### src/rtl/fifo_pkg.sv
// Shared types and sizing helpers for the parametrised synchronous FIFO.
package fifo_pkg;

    // Read-port behaviour: registered read or first-word-fall-through.
    typedef enum logic [0:0] {
        FIFO_STD  = 1'b0,
        FIFO_FWFT = 1'b1
    } fifo_mode_e;

    // Transaction field widths shared with the verification environment.
    localparam int unsigned DEF_WIDTH = 8;
    localparam int unsigned DEF_DEPTH = 16;

    // Occupancy counter width: must represent 0..depth inclusive.
    function automatic int unsigned cnt_width(input int unsigned depth);
        return $clog2(depth + 1);
    endfunction

endpackage

### src/rtl/sync_fifo_param_if.sv
// Producer/consumer handshake bundle for sync_fifo_param.
interface sync_fifo_param_if #(
    parameter int unsigned WIDTH = fifo_pkg::DEF_WIDTH,
    parameter int unsigned DEPTH = fifo_pkg::DEF_DEPTH
);
    localparam int unsigned CW = fifo_pkg::cnt_width(DEPTH);

    logic [WIDTH-1:0] data_in;
    logic             wr_en;
    logic             rd_en;
    logic [WIDTH-1:0] data_out;
    logic             full;
    logic             empty;
    logic             almost_full;
    logic             almost_empty;
    logic [CW-1:0]    fifo_cnt;
    logic             overflow;
    logic             underflow;

    // Side that drives requests into the FIFO.
    modport master (
        output data_in, wr_en, rd_en,
        input  data_out, full, empty, almost_full, almost_empty, fifo_cnt, overflow, underflow
    );

    // The FIFO itself.
    modport slave (
        input  data_in, wr_en, rd_en,
        output data_out, full, empty, almost_full, almost_empty, fifo_cnt, overflow, underflow
    );

endinterface

### src/rtl/fifo_ram.sv
// DEPTH x WIDTH storage: synchronous write, asynchronous read. Not reset.
module fifo_ram #(
    parameter int unsigned WIDTH = 8,
    parameter int unsigned DEPTH = 16,
    parameter int unsigned AW    = 4
) (
    input  logic             clk,
    input  logic             we,
    input  logic [AW-1:0]    waddr,
    input  logic [WIDTH-1:0] wdata,
    input  logic [AW-1:0]    raddr,
    output logic [WIDTH-1:0] rdata
);
    logic [WIDTH-1:0] mem [DEPTH];

    // Write port; a same-address read this cycle still sees the old word.
    always_ff @(posedge clk) begin
        if (we) begin
            mem[waddr] <= wdata;
        end
    end

    assign rdata = mem[raddr];

endmodule

### src/rtl/sync_fifo_param.sv
// Parametrised single-clock FIFO with programmable thresholds, error pulses and
// selectable registered / first-word-fall-through read port.
module sync_fifo_param
    import fifo_pkg::*;
#(
    parameter int unsigned WIDTH     = DEF_WIDTH,
    parameter int unsigned DEPTH     = DEF_DEPTH,
    parameter int unsigned AF_THRESH = DEPTH - 2,
    parameter int unsigned AE_THRESH = 2,
    parameter fifo_mode_e  MODE      = FIFO_STD
) (
    input logic              clk,
    input logic              rst_n,
    sync_fifo_param_if.slave bus
);
    localparam int unsigned CW = cnt_width(DEPTH);
    localparam int unsigned PW = (DEPTH > 1) ? $clog2(DEPTH) : 1;

    if (DEPTH < 2) begin : g_bad_depth
        $error("sync_fifo_param: DEPTH must be >= 2");
    end
    if (!(AE_THRESH < AF_THRESH && AF_THRESH <= DEPTH)) begin : g_bad_thresh
        $error("sync_fifo_param: need AE_THRESH < AF_THRESH <= DEPTH");
    end

    logic [PW-1:0]    wr_ptr_q, wr_ptr_d, rd_ptr_q, rd_ptr_d;
    logic [CW-1:0]    cnt_q, cnt_d;
    logic             full_q, empty_q, af_q, ae_q, ovf_q, unf_q;
    logic [WIDTH-1:0] dout_q, rd_data;
    logic             wr_acc, rd_acc;

    fifo_ram #(
        .WIDTH (WIDTH),
        .DEPTH (DEPTH),
        .AW    (PW)
    ) u_ram (
        .clk   (clk),
        .we    (wr_acc),
        .waddr (wr_ptr_q),
        .wdata (bus.data_in),
        .raddr (rd_ptr_q),
        .rdata (rd_data)
    );

    // Accept decisions, pointer wrap and occupancy update from registered state.
    always_comb begin
        rd_acc   = rst_n & bus.rd_en & ~empty_q;
        wr_acc   = rst_n & bus.wr_en & (~full_q | rd_acc);
        wr_ptr_d = wr_ptr_q;
        rd_ptr_d = rd_ptr_q;
        cnt_d    = cnt_q;
        if (wr_acc) begin
            wr_ptr_d = (wr_ptr_q == PW'(DEPTH - 1)) ? '0 : wr_ptr_q + PW'(1);
        end
        if (rd_acc) begin
            rd_ptr_d = (rd_ptr_q == PW'(DEPTH - 1)) ? '0 : rd_ptr_q + PW'(1);
        end
        unique case ({wr_acc, rd_acc})
            2'b10:   cnt_d = cnt_q + CW'(1);
            2'b01:   cnt_d = cnt_q - CW'(1);
            default: cnt_d = cnt_q;
        endcase
    end

    // State, flags derived from the next count, and the read data register.
    always_ff @(posedge clk) begin
        if (!rst_n) begin
            wr_ptr_q <= '0;
            rd_ptr_q <= '0;
            cnt_q    <= '0;
            full_q   <= 1'b0;
            empty_q  <= 1'b1;
            af_q     <= (AF_THRESH == 0);
            ae_q     <= 1'b1;
            ovf_q    <= 1'b0;
            unf_q    <= 1'b0;
            dout_q   <= '0;
        end else begin
            wr_ptr_q <= wr_ptr_d;
            rd_ptr_q <= rd_ptr_d;
            cnt_q    <= cnt_d;
            full_q   <= (cnt_d == CW'(DEPTH));
            empty_q  <= (cnt_d == '0);
            af_q     <= (32'(cnt_d) >= AF_THRESH);
            ae_q     <= (32'(cnt_d) <= AE_THRESH);
            ovf_q    <= bus.wr_en & ~wr_acc;
            unf_q    <= bus.rd_en & ~rd_acc;
            if (rd_acc) begin
                dout_q <= rd_data;
            end
        end
    end

    // FWFT shows the head word directly; while empty it falls back to the last
    // popped word so the output never goes X once anything has been written.
    assign bus.data_out     = (MODE == FIFO_FWFT && !empty_q) ? rd_data : dout_q;
    assign bus.full         = full_q;
    assign bus.empty        = empty_q;
    assign bus.almost_full  = af_q;
    assign bus.almost_empty = ae_q;
    assign bus.fifo_cnt     = cnt_q;
    assign bus.overflow     = ovf_q;
    assign bus.underflow    = unf_q;

endmodule

### src/flat_wrapper.sv
// flat-port wrapper written by rule: the top's interface ports become plain ports
module sync_fifo_param_flat import fifo_pkg::*;
#(
    parameter int unsigned WIDTH     = DEF_WIDTH,
    parameter int unsigned DEPTH     = DEF_DEPTH,
    parameter int unsigned AF_THRESH = DEPTH - 2,
    parameter int unsigned AE_THRESH = 2,
    parameter fifo_mode_e  MODE      = FIFO_STD
)
  (clk, rst_n, bus_data_in, bus_wr_en, bus_rd_en, bus_data_out, bus_full, bus_empty, bus_almost_full, bus_almost_empty, bus_fifo_cnt, bus_overflow, bus_underflow);
  sync_fifo_param_if #(.WIDTH(WIDTH), .DEPTH(DEPTH)) bus_i ();
  input logic clk;
  input logic rst_n;
  input wire logic [$bits(bus_i.data_in)-1:0] bus_data_in;
  input wire logic [$bits(bus_i.wr_en)-1:0] bus_wr_en;
  input wire logic [$bits(bus_i.rd_en)-1:0] bus_rd_en;
  output wire logic [$bits(bus_i.data_out)-1:0] bus_data_out;
  output wire logic [$bits(bus_i.full)-1:0] bus_full;
  output wire logic [$bits(bus_i.empty)-1:0] bus_empty;
  output wire logic [$bits(bus_i.almost_full)-1:0] bus_almost_full;
  output wire logic [$bits(bus_i.almost_empty)-1:0] bus_almost_empty;
  output wire logic [$bits(bus_i.fifo_cnt)-1:0] bus_fifo_cnt;
  output wire logic [$bits(bus_i.overflow)-1:0] bus_overflow;
  output wire logic [$bits(bus_i.underflow)-1:0] bus_underflow;
  assign bus_i.data_in = bus_data_in;
  assign bus_i.wr_en = bus_wr_en;
  assign bus_i.rd_en = bus_rd_en;
  assign bus_data_out = bus_i.data_out;
  assign bus_full = bus_i.full;
  assign bus_empty = bus_i.empty;
  assign bus_almost_full = bus_i.almost_full;
  assign bus_almost_empty = bus_i.almost_empty;
  assign bus_fifo_cnt = bus_i.fifo_cnt;
  assign bus_overflow = bus_i.overflow;
  assign bus_underflow = bus_i.underflow;
  sync_fifo_param #(.WIDTH(WIDTH), .DEPTH(DEPTH), .AF_THRESH(AF_THRESH), .AE_THRESH(AE_THRESH), .MODE(MODE)) u_core (.clk(clk), .rst_n(rst_n), .bus(bus_i));
endmodule
### config.mk
export PLATFORM = sky130hd
export DESIGN_NAME = sync_fifo_param_flat
export DESIGN_NICKNAME = d
export VERILOG_FILES = /design/src/rtl/fifo_pkg.sv /design/src/rtl/sync_fifo_param_if.sv /design/src/rtl/fifo_ram.sv /design/src/rtl/sync_fifo_param.sv /design/src/flat_wrapper.sv
export SDC_FILE = /design/constraint.sdc
export NUM_CORES = 1
export LEC_CHECK = 0
export ABC_AREA = 1
export BUFFER_PORTS_ARGS = -buffer_cell sky130_fd_sc_hd__buf_2
export CORE_MARGIN = 5
export CORE_UTILIZATION = 64
export CTS_BUF_LIST = sky130_fd_sc_hd__clkbuf_8
export DETAILED_ROUTE_END_ITERATION = 8
export PLACE_DENSITY = 0.81
export RECOVER_POWER = 25
export SYNTH_ARGS = -nofsm -noshare
export SYNTH_HDL_FRONTEND = slang
export SYNTH_HIERARCHICAL = 1
export SYNTH_SLANG_ARGS = --single-unit
### constraint.sdc
create_clock -name clk -period 3 [get_ports clk]
set_input_delay 0.3 -clock clk [delete_from_list [all_inputs] [get_ports clk]]
set_output_delay 0.3 -clock clk [all_outputs]
set_load 0.1 [all_outputs]
==> results.py <==
metrics = {
    "synth": {
        "mappedNetlistNets": 729,
        "synth-seq-area-share_pct": 64.1,
        "synth.area.top_cells": "edfxtp_1 (56%), nand2_1 (13%), nand3_1 (8.6%)",
        "synth_edf_count": 128,
        "synth.lib_cells_used.distinct": 27,
        "post_synth_inst_count": 712,
        "synthMostInstantiatedCell": "nand2_1",
        "post-synth-top-area-fraction_pct": 56.2,
        "synth.cell_area_sq_um": 6840,
        "ys.warnings.count": 6,
        "synthDominantAreaCellType": "edfxtp_1",
        "synth.cells.most_frequent": "nand2_1 (228), edfxtp_1 (128), inv_1 (119)",
        "synth_seq_cells": 155,
        "syn_area_per_cell_sq_um": 9.60,
        "synthFlopType": "edfxtp_1",
        "synth_async_sr_flop_share_pct": 0,
    },
    "clock_network": {
        "clock_tree.buffer_depth": 2,
        "ctsHoldBuffers": 0,
        "post_cts_resized": 0,
        "clock_insertion_delay_worst_skew_ns": 0.43,
        "clk_pin_slew_ns": 0.08,
        "ctsHtreeMaxLevel": 4,
        "clock_sink_total": 155,
        "tritoncts.num_buffers": 17,
        "post-cts-setup-buffer-count": 0,
        "clock_tree.root_cell": "clkbuf_8",
        "clock_tree_from_tritoncts": "yes",
    },
    "timing": {
        "finalWorstPathRequiredPeriod_ns": 2.58,
        "final.setup.tns_ns": 0,
        "final.period_utilization_pct": 86.0,
        "max_slew.worst_pin.slew_ns": 0.816,
        "hold-worst-slack_ns": 0.115,
        "setup_viol": 0,
        "final-max-slew-violation-count": 0,
        "maximum_achievable_frequency_mhz": 387,
        "final_critical_path_setup_slack_ns": 0.419,
        "final.setup_skew_ns": 0.00729,
        "finalHoldViolCount": 0,
        "slew_headroom_pct": 45.6,
        "setup_repair_after_global_routing_missed_its_margin": "no",
    },
    "setup_path": {
        "register_to_register_setup_slack_ns": 0.42,
        "r2r-start": "u_core/bus.empty",
        "worst-endpoint-arrival_ns": 2.95,
        "worst_ep_required_time_ns": 3.37,
        "cp-end-kind": "flip-flop",
        "critPathLaunchType": "flip-flop",
        "criticalPathCategory": "flip-flop to flip-flop",
        "cell_depth_of_the_worst_flop_to_flop_path": 17,
        "path_max_fanout": 16,
        "timing.rr.end": "u_core/bus.full",
    },
    "floorplan": {
        "chipWidth_um": 113,
        "initial_utilization_pct": 65.9,
        "die_area_sq_um": 12800,
        "boundaryPins": 31,
        "die_height_um": 113,
        "core-area_sq_um": 10400,
        "rows": 37,
    },
    "grt": {
        "global_route_wire_length_before_repair_mm": 24.1,
        "overall_overflow_remaining_after_global_route": 0,
        "grtUsageTotal_pct": 24.5,
        "antenna_found_initial": 0,
        "grt_pass1_vias": 4889,
        "largest_net_degree_at_the_start_of_global_routing": 69,
    },
    "placed_design": {
        "detailedPlace.worstSlack_ns": 0.299,
        "dp_hpwl_mm": 9.44,
        "port_buffers": 30,
        "place_area_sq_um": 7090,
        "gp_routability_congestion": 0.798,
        "placed_cells_incl_taps": 864,
    },
    "drt": {
        "routedWlPerCell_um": 16.6,
        "finalWirelength_mm": 14.9,
        "drt_iter0_drc": 534,
        "first_pass_detailed_route_iteration_total": 7,
        "vias": 4976,
        "ant_nets": 0,
        "via_per_instance_ratio": 5.55,
        "drc": 0,
    },
    "min_path": {
        "worstHoldEndpoint": "u_core/bus.underflow",
        "hold_path_startpoint": "bus_rd_en",
        "worst_hold_path.num_cells": 3,
        "worst_hold_path_type": "input pin to flip-flop",
    },
    "power": {
        "power.density_cell_area_nw_per_um2": 611,
        "cellLeakagePower_nw": 3.31,
        "worst_ir_drop_vdd_uv": 397,
    },
    "cells_and_area": {
        "stdcell_area_sq_um": 7510,
        "layoutNonFillerInstCount": 896,
        "antenna_cells_inserted": 0,
        "flow.area_growth_from_synthesis_pct": 9.90,
        "drive_gt1_share_pct": 9.74,
        "final_net_count": 764,
        "n_fill_cell": 752,
    },
    "outcome": {
        "outcome": "finished, final reports clean",
    },
    "run": {
        "maxCapViolCount": 0,
    },
}
==> critical path: stages, from the launching register on <==
cell and delay (ns):
dfxtp_1 0.32, inv_1 0.11, nand3_4 0.19, a21oi_4 0.18, inv_1 0.07, ha_1 0.29, nor2_1 0.18, nor2_1 0.08
ha_1 0.17, inv_1 0.05, nand2_1 0.09, inv_1 0.08, nand2_1 0.05, nand3_1 0.06, o21ai_0 0.17, nor2_1 0.22
nand2_1 0.10, nor2_1 0.10
==> registers in the layout, summed over array words and instances, names as in the netlist <==
signal	flops
u_core/bus.almost_empty	1
u_core/rd_ptr_q	4
u_core/bus.almost_full	1
u_core/wr_ptr_q	4
u_core/bus.fifo_cnt	5
u_core/bus.data_out	8
u_core/bus.full	1
u_core/u_ram/mem	128
u_core/bus.underflow	1
u_core/bus.overflow	1
u_core/bus.empty	1
==> logic make-up after synthesis <==
family,after synthesis,synth area share [%]
buffers and inverters,149,9.32
DFF,155,64.1
adders and majority gates,5,0.915
and+or+nand+nor,388,24.1
xor gates and xnor gates,2,0.256
muxes,1,0.146
AOI/OAI and AO/OA,12,1.13
==> where the power goes <==
group | switching, mW | internal, mW | total [mW]
sequential | 0.0232 | 2.37 | 2.39
combinational | 0.445 | 0.114 | 0.559
clock | 0.722 | 0.919 | 1.64
total | 1.19 | 3.40 | 4.59
==> worst max path at each step <==
| stage | startpoint | to | slack [ns] | cells past startpoint |
|---|---|---|---|---|
| final | u_core/bus.empty | u_core/bus.full | 0.42 | 17 |
| after global routing | u_core/bus.empty | u_core/bus.full | 0.22 | 17 |
| after CTS | u_core/bus.empty | u_core/bus.full | 0.56 | 17 |
| after detailed placement | rst_n | u_core/bus.full | 0.30 | 17 |
| after global placement | rst_n | u_core/bus.empty | 0.44 | 18 |
| after floorplan | u_core/bus.empty | u_core/bus.empty | 0.06 | 18 |
==> cell type report <==
cell class	instances	area, sq um	area share, %
tap	136	170	2.27
inverter	121	454	6.05
clock buffer	18	248	3.30
multi-input combinational	408	1810	24.2
sequential	155	4390	58.4
timing repair buffer	44	260	3.46
clock inverter	14	180	2.40
==> metrics by stage <==
stage | util, % | power, mW
after floorplan | - | 2.86
after global placement | 68.4 | 2.97
after detailed placement | 68.4 | 2.99
after CTS | 72.5 | 4.61
after global routing | 72.4 | 4.77
final | 72.4 | 4.59
==> cells in the final DEF, fill, tap and decap left out <==
master and count:
nor3_1 2, bufinv_16 4, clkbuf_8 18, mux2i_1 1, nor3b_1 1, clkinv_4 3
a31o_2 1, buf_2 24, nand3b_1 2, o21ai_0 5, edfxtp_1 128, clkinv_2 3
buf_4 13, clkbuf_1 6, a21oi_4 1, inv_1 122, nand4_1 4, clkinvlp_4 1
a21oi_1 4, nand3_4 1, a211oi_1 1, nand3_1 118, dfxtp_2 1, nor2_1 30
ha_1 5, xor2_1 2, dfxtp_1 26, or2_2 1, nand2_1 228, or2_0 1
buf_12 1, inv_2 2
==> routing by layer <==
metal	GRT usage, %	routed length [um]
met1	30.5	5610
met2	41.5	7600
met3	6.04	1310
met4	9.38	335
met5	0	0
(Power assumes the default switching activity.)
